--- src/rtl/counter_seq_pkg.sv ---
// Shared types and the hex-to-segment table for the counter sequencer.
// Segment codes are active-high, bit 0 = segment a.
package counter_seq_pkg;

    typedef enum logic [2:0] {
        S_IDLE,
        S_LOAD,
        S_UP,
        S_DOWN,
        S_DONE
    } state_t;

    typedef enum logic [1:0] {
        CMD_LOAD,
        CMD_UP,
        CMD_DOWN,
        CMD_STOP
    } cmd_t;

    localparam logic [7:0] SEG_RESET = 8'h3F;

    function automatic logic [6:0] seg7_hex(input logic [3:0] v);
        logic [6:0] s;
        case (v)
            4'h0: s = 7'h3F;
            4'h1: s = 7'h06;
            4'h2: s = 7'h5B;
            4'h3: s = 7'h4F;
            4'h4: s = 7'h66;
            4'h5: s = 7'h6D;
            4'h6: s = 7'h7D;
            4'h7: s = 7'h07;
            4'h8: s = 7'h7F;
            4'h9: s = 7'h67;
            4'hA: s = 7'h77;
            4'hB: s = 7'h7C;
            4'hC: s = 7'h39;
            4'hD: s = 7'h5E;
            4'hE: s = 7'h79;
            default: s = 7'h71;
        endcase
        return s;
    endfunction

endpackage

--- src/rtl/counter_sequencer_seg7_register.sv ---
// Registered 7-segment image: hex code of value plus a decimal-point bit.
// Clears to the "0" glyph so the display is sane straight out of reset.
module seg7_register
    import counter_seq_pkg::*;
#(
    parameter int NBITS_SEG = 8
) (
    input  logic                 clk_2,
    input  logic                 reset,
    input  logic [3:0]           value,
    input  logic                 dp,
    output logic [NBITS_SEG-1:0] seg
);

    logic [7:0] image;

    assign image = {dp, seg7_hex(value)};

    always_ff @(posedge clk_2 or negedge reset) begin
        if (!reset) begin
            seg <= NBITS_SEG'(SEG_RESET);
        end else begin
            seg <= NBITS_SEG'(image);
        end
    end

endmodule

--- src/rtl/counter_sequencer.sv ---
// Command-driven 4-bit up/down counter with load, terminal detect, auto-reload,
// a clock-enable prescaler and a registered 7-segment view of the count.
module counter_sequencer
    import counter_seq_pkg::*;
#(
    parameter int PRESC     = 4,
    parameter int NBITS_SEG = 8
) (
    input  logic                 clk_2,
    input  logic                 reset,
    input  logic                 cmd_valid,
    input  logic [1:0]           cmd,
    input  logic [3:0]           cmd_data,
    input  logic [3:0]           limit,
    input  logic                 auto_reload,
    output logic                 cmd_ready,
    output logic [3:0]           count,
    output logic                 running,
    output logic                 dir,
    output logic                 done,
    output logic [NBITS_SEG-1:0] SEG
);

    localparam logic [7:0] PRESC_LAST = 8'(PRESC - 1);

    state_t     state;
    logic [3:0] base;
    logic [7:0] presc;
    logic       accept;
    logic       step;
    logic       at_limit;
    logic       at_base;

    assign cmd_ready = (state != S_LOAD);
    assign running   = (state == S_UP) || (state == S_DOWN);
    assign accept    = cmd_valid && cmd_ready;
    assign step      = running && (presc == PRESC_LAST);
    assign at_limit  = (count == limit);
    assign at_base   = (count == base);

    always_ff @(posedge clk_2 or negedge reset) begin
        if (!reset) begin
            state <= S_IDLE;
            count <= 4'd0;
            base  <= 4'd0;
            presc <= 8'd0;
            dir   <= 1'b0;
            done  <= 1'b0;
        end else begin
            done <= 1'b0;
            if (running) begin
                presc <= step ? 8'd0 : presc + 8'd1;
            end

            if (state == S_LOAD) begin
                state <= S_IDLE;
            end else if (accept) begin
                // A command on a step cycle pre-empts the step and its done pulse.
                case (cmd_t'(cmd))
                    CMD_LOAD: begin
                        base  <= cmd_data;
                        count <= cmd_data;
                        state <= S_LOAD;
                    end
                    CMD_UP: begin
                        dir   <= 1'b0;
                        presc <= 8'd0;
                        state <= S_UP;
                    end
                    CMD_DOWN: begin
                        dir   <= 1'b1;
                        presc <= 8'd0;
                        state <= S_DOWN;
                    end
                    default: begin
                        state <= S_IDLE;
                    end
                endcase
            end else if (step) begin
                if (state == S_UP) begin
                    if (at_limit) begin
                        done <= 1'b1;
                        if (auto_reload) begin
                            count <= base;
                        end else begin
                            state <= S_DONE;
                        end
                    end else begin
                        count <= count + 4'd1;
                    end
                end else begin
                    if (at_base) begin
                        done <= 1'b1;
                        if (auto_reload) begin
                            count <= limit;
                        end else begin
                            state <= S_DONE;
                        end
                    end else begin
                        count <= count - 4'd1;
                    end
                end
            end
        end
    end

    seg7_register #(
        .NBITS_SEG(NBITS_SEG)
    ) u_seg (
        .clk_2(clk_2),
        .reset(reset),
        .value(count),
        .dp   (running & dir),
        .seg  (SEG)
    );

endmodule

--- config.mk ---
export PLATFORM = sky130hd
export DESIGN_NAME = counter_sequencer
export DESIGN_NICKNAME = d
export VERILOG_FILES = /design/src/rtl/counter_seq_pkg.sv /design/src/rtl/counter_sequencer_seg7_register.sv /design/src/rtl/counter_sequencer.sv
export SDC_FILE = /design/constraint.sdc
export NUM_CORES = 1
export LEC_CHECK = 0
export CAP_MARGIN = 20
export CORE_ASPECT_RATIO = 1.1
export CORE_UTILIZATION = 26
export CTS_CLUSTER_DIAMETER = 200
export DETAILED_ROUTE_END_ITERATION = 12
export GPL_TIMING_DRIVEN = 1
export PLACE_DENSITY = 0.56
export SYNTH_ARGS = -nofsm -noshare
export SYNTH_HDL_FRONTEND = slang
export SYNTH_SLANG_ARGS = --single-unit
--- constraint.sdc ---
create_clock -name clk_2 -period 2.27 [get_ports clk_2]
set_clock_uncertainty 0.2 [all_clocks]
set_input_delay 0.227 -clock clk_2 [delete_from_list [all_inputs] [get_ports clk_2]]
set_output_delay 0.227 -clock clk_2 [all_outputs]
set_load 0.01 [all_outputs]
==> impl_metrics.csv <==
group,metric,value,unit
run_status,status,"complete, no violations",
sta,relSlewSlack,73.5,%
drt,route.detailed.drc,0,
cts,cts-root-buf,"clkbuf_8",
logic_synthesis,yosys.area.top_type,"dfrtp_1",
critical_path,worstSetupStartpointType,"flip-flop",
sta,worst-slew-pin-transition,0.388,ns
critical_path,path_max_fanout,7,
sta,slew_viol_final,0,
sta,finalHoldViolCount,0,
logic_synthesis,yosys_register_bits,29,
floorplanning,coreArea,7010,um^2
global_route,grt_usage,11.9,%
pwr,power.density,1120,nW/um^2
pwr,p_leak,0.00116,uW
floorplanning,num_rows,32,
logic_synthesis,async_flop_share,100,%
logic_synthesis,ys_top_cells_by_area,"dfrtp_1 (30%), dfstp_2 (8.3%), ha_1 (7.9%)",
hold_path,hold_class,"input pin to async pin",
pwr,ir_worst_vdd,0.000478,V
critical_path,cp.arrival,2.13,ns
cts,ctsHoldBuffers,0,
sta,fmax,0.473,GHz
critical_path,critPathRequiredTime,2.29,ns
place,gp_congestion,0.883,
logic_synthesis,postSynthCellCount,191,
global_route,grt_antenna_before_repair,0,
final_layout,syn2layout_area_growth,35.8,%
cts,cts.clk_slew.worst_paths,0.07,ns
drt,antenna_left,0,
floorplanning,die_w,83.3,um
global_route,grt_pass1_vias,1522,
drt,maxUsedRoutingLayer,"met4",
global_route,grt_first_pass_wirelength,7.15,mm
drt,drt-wirelength-per-cell,12.7,um
drt,wl,4.21,mm
sta,period_needed,2.11,ns
run,maxCapViolations,0,
logic_synthesis,ys.flop_type,"dfrtp_1",
sta,rsz0062_at_grt,"false",
cts,cts_buffers,5,
drt,met2WireLength,1.97,mm
critical_path,critical_path_class,"flip-flop to flip-flop",
drt,drtIter0Drc,53,
floorplanning,boundaryPins,30,
logic_synthesis,synth_edf_count,0,
sta,post-route-period-util,93.1,%
floorplanning,die_area,7620,um^2
logic_synthesis,yosysMostFrequentCell,"dfrtp_1",
cts,clockBufferDepth,2,
logic_synthesis,ys_warn_count,0,
place,port_buffers,29,
global_route,grt_overflow,0,
drt,met3_length,151,um
drt,vias,1560,
logic_synthesis,seq_area_frac_synth,38.8,%
final_layout,drive_above_1_share,23.2,%
final_layout,num-nets-final,271,
final_layout,layout.cells.non_filler,331,
logic_synthesis,synth.avg_cell_area,9.90,um^2
logic_synthesis,synth.distinct_cells,49,
final_layout,diodes,0,
cts,cts_tree,"built",
cts,htreeDepth,2,
place,dp.cells,322,
drt,firstDrtPassIters,4,
critical_path,worstSetupEndpointType,"flip-flop",
global_route,grt_max_degree,30,
logic_synthesis,syn_nets,217,
pwr,finalPower,2880,uW
sta,setup_viol,0,
logic_synthesis,synth_area,1890,um^2
place,hpwl,3.22,mm
logic_synthesis,synth_common_cells,"dfrtp_1 (23), nand2_1 (15), nor2_1 (13)",
drt,m1WireLength,2.03,mm
drt,via_per_inst,4.71,
logic_synthesis,synth_top_area_share,30.4,%
sta,fin_tns_setup,0,ns
cts,clock_latency,0.28,ns
cts,numClockSinks,29,
floorplanning,start_util,27.0,%
floorplanning,die_h,91.5,um
[state kept, by name, summed over array words and instances, names as in the netlist]
name	flops
done	1
presc	8
u_seg.seg	8
base	4
dir	1
state	3
count	4
[layout make-up]
class	count	area [um^2]
clock buffers	7	86.3
clock inverters	1	30.0
fillers	686	4440
inverters	11	41.3
multi-input cells	142	1080
flip-flops and latches	29	734
well taps	85	106
repair buffers	56	493
[routing by layer]
metal	GRT usage (%)	vias to the layer above
met2	19.5	33
li1	-	783
met3	3.18	7
met1	14.9	737
met4	4.45	0
met5	0	-
[metrics by stage]
stage | hold slack [ns] | util [%] | instance area [um^2] | worst slack [ns]
floorplan | -0.269 | - | 1890 | 0.0997
global placement | 0.304 | 34.8 | 2440 | -0.0861
detailed placement | 0.314 | 34.8 | 2440 | -0.115
CTS | 0.153 | 36.4 | 2550 | 0.0891
global route | 0.177 | 36.7 | 2570 | 0.0150
finish | 0.136 | 36.7 | 2570 | 0.158
[report_power, final]
| part | leakage, uW | switching, uW | total, uW | internal (uW) |
|---|---|---|---|---|
| Sequential | 0.000358 | 122 | 821 | 699 |
| Clock | 0.0000585 | 198 | 556 | 358 |
| Combinational | 0.000743 | 730 | 1500 | 771 |
[cells by family after synthesis]
logic type / Yosys count / synth area share [%]
compound gates: 35 / 12.7
simple gates: 64 / 18.9
mux: 15 / 8.86
fa+ha+maj: 12 / 7.94
xor+xnor: 16 / 8.20
buf+inv: 20 / 4.63
flops: 29 / 38.8
[worst max-delay path: stages, from the launching register on]
cell and delay [ns]:
dfrtp_2 0.48, xor2_2 0.19, nor4_4 0.25, buf_4 0.19, mux2_1 0.32, a221oi_1 0.22
mux2_4 0.19
[layout by cell type (no fill, tap or decap), drive strengths merged, types with 2 or more instances in the layout]
master	count
a2111oi	2
nor4	3
o31ai	2
a21oi	8
or3b	2
and2	3
a31o	2
a221oi	2
xnor2	8
nand4	2
nor2	13
nand2b	2
and4	2
nor2b	2
dfstp	6
mux2i	7
a31oi	2
clkdlybuf4s50	29
xor2	8
clkbuf	7
inv	11
dfrtp	23
a211oi	3
mux2	8
buf	27
nor3	9
and3	6
ha	12
o21ai	8
nand2	15
[worst paths after layout]
path / start / endpoint / slack, ns / depth (start not counted)
min reg2reg: dir$_DFFE_PN0P_ / u_seg.seg[7]$_DFF_PN0_ / 0.32 / 1
max in group asynchronous: reset / u_seg.seg[0]$_DFF_PN1_ / 1.43 / 2
min: reset / count[3]$_DFFE_PN0P_ / 0.14 / 2
max: count[2]$_DFFE_PN0P_ / count[2]$_DFFE_PN0P_ / 0.16 / 6
max reg2reg: count[2]$_DFFE_PN0P_ / count[2]$_DFFE_PN0P_ / 0.16 / 6
min in group clk_2: dir$_DFFE_PN0P_ / u_seg.seg[7]$_DFF_PN0_ / 0.32 / 1
[what timing repair did]
item	4_1_cts	5_1_grt
endpoints found under the setup margin	0	2
buffers inserted	0	1
resized for setup	0	2
No activity file was read; power rests on OpenSTA's default activity.
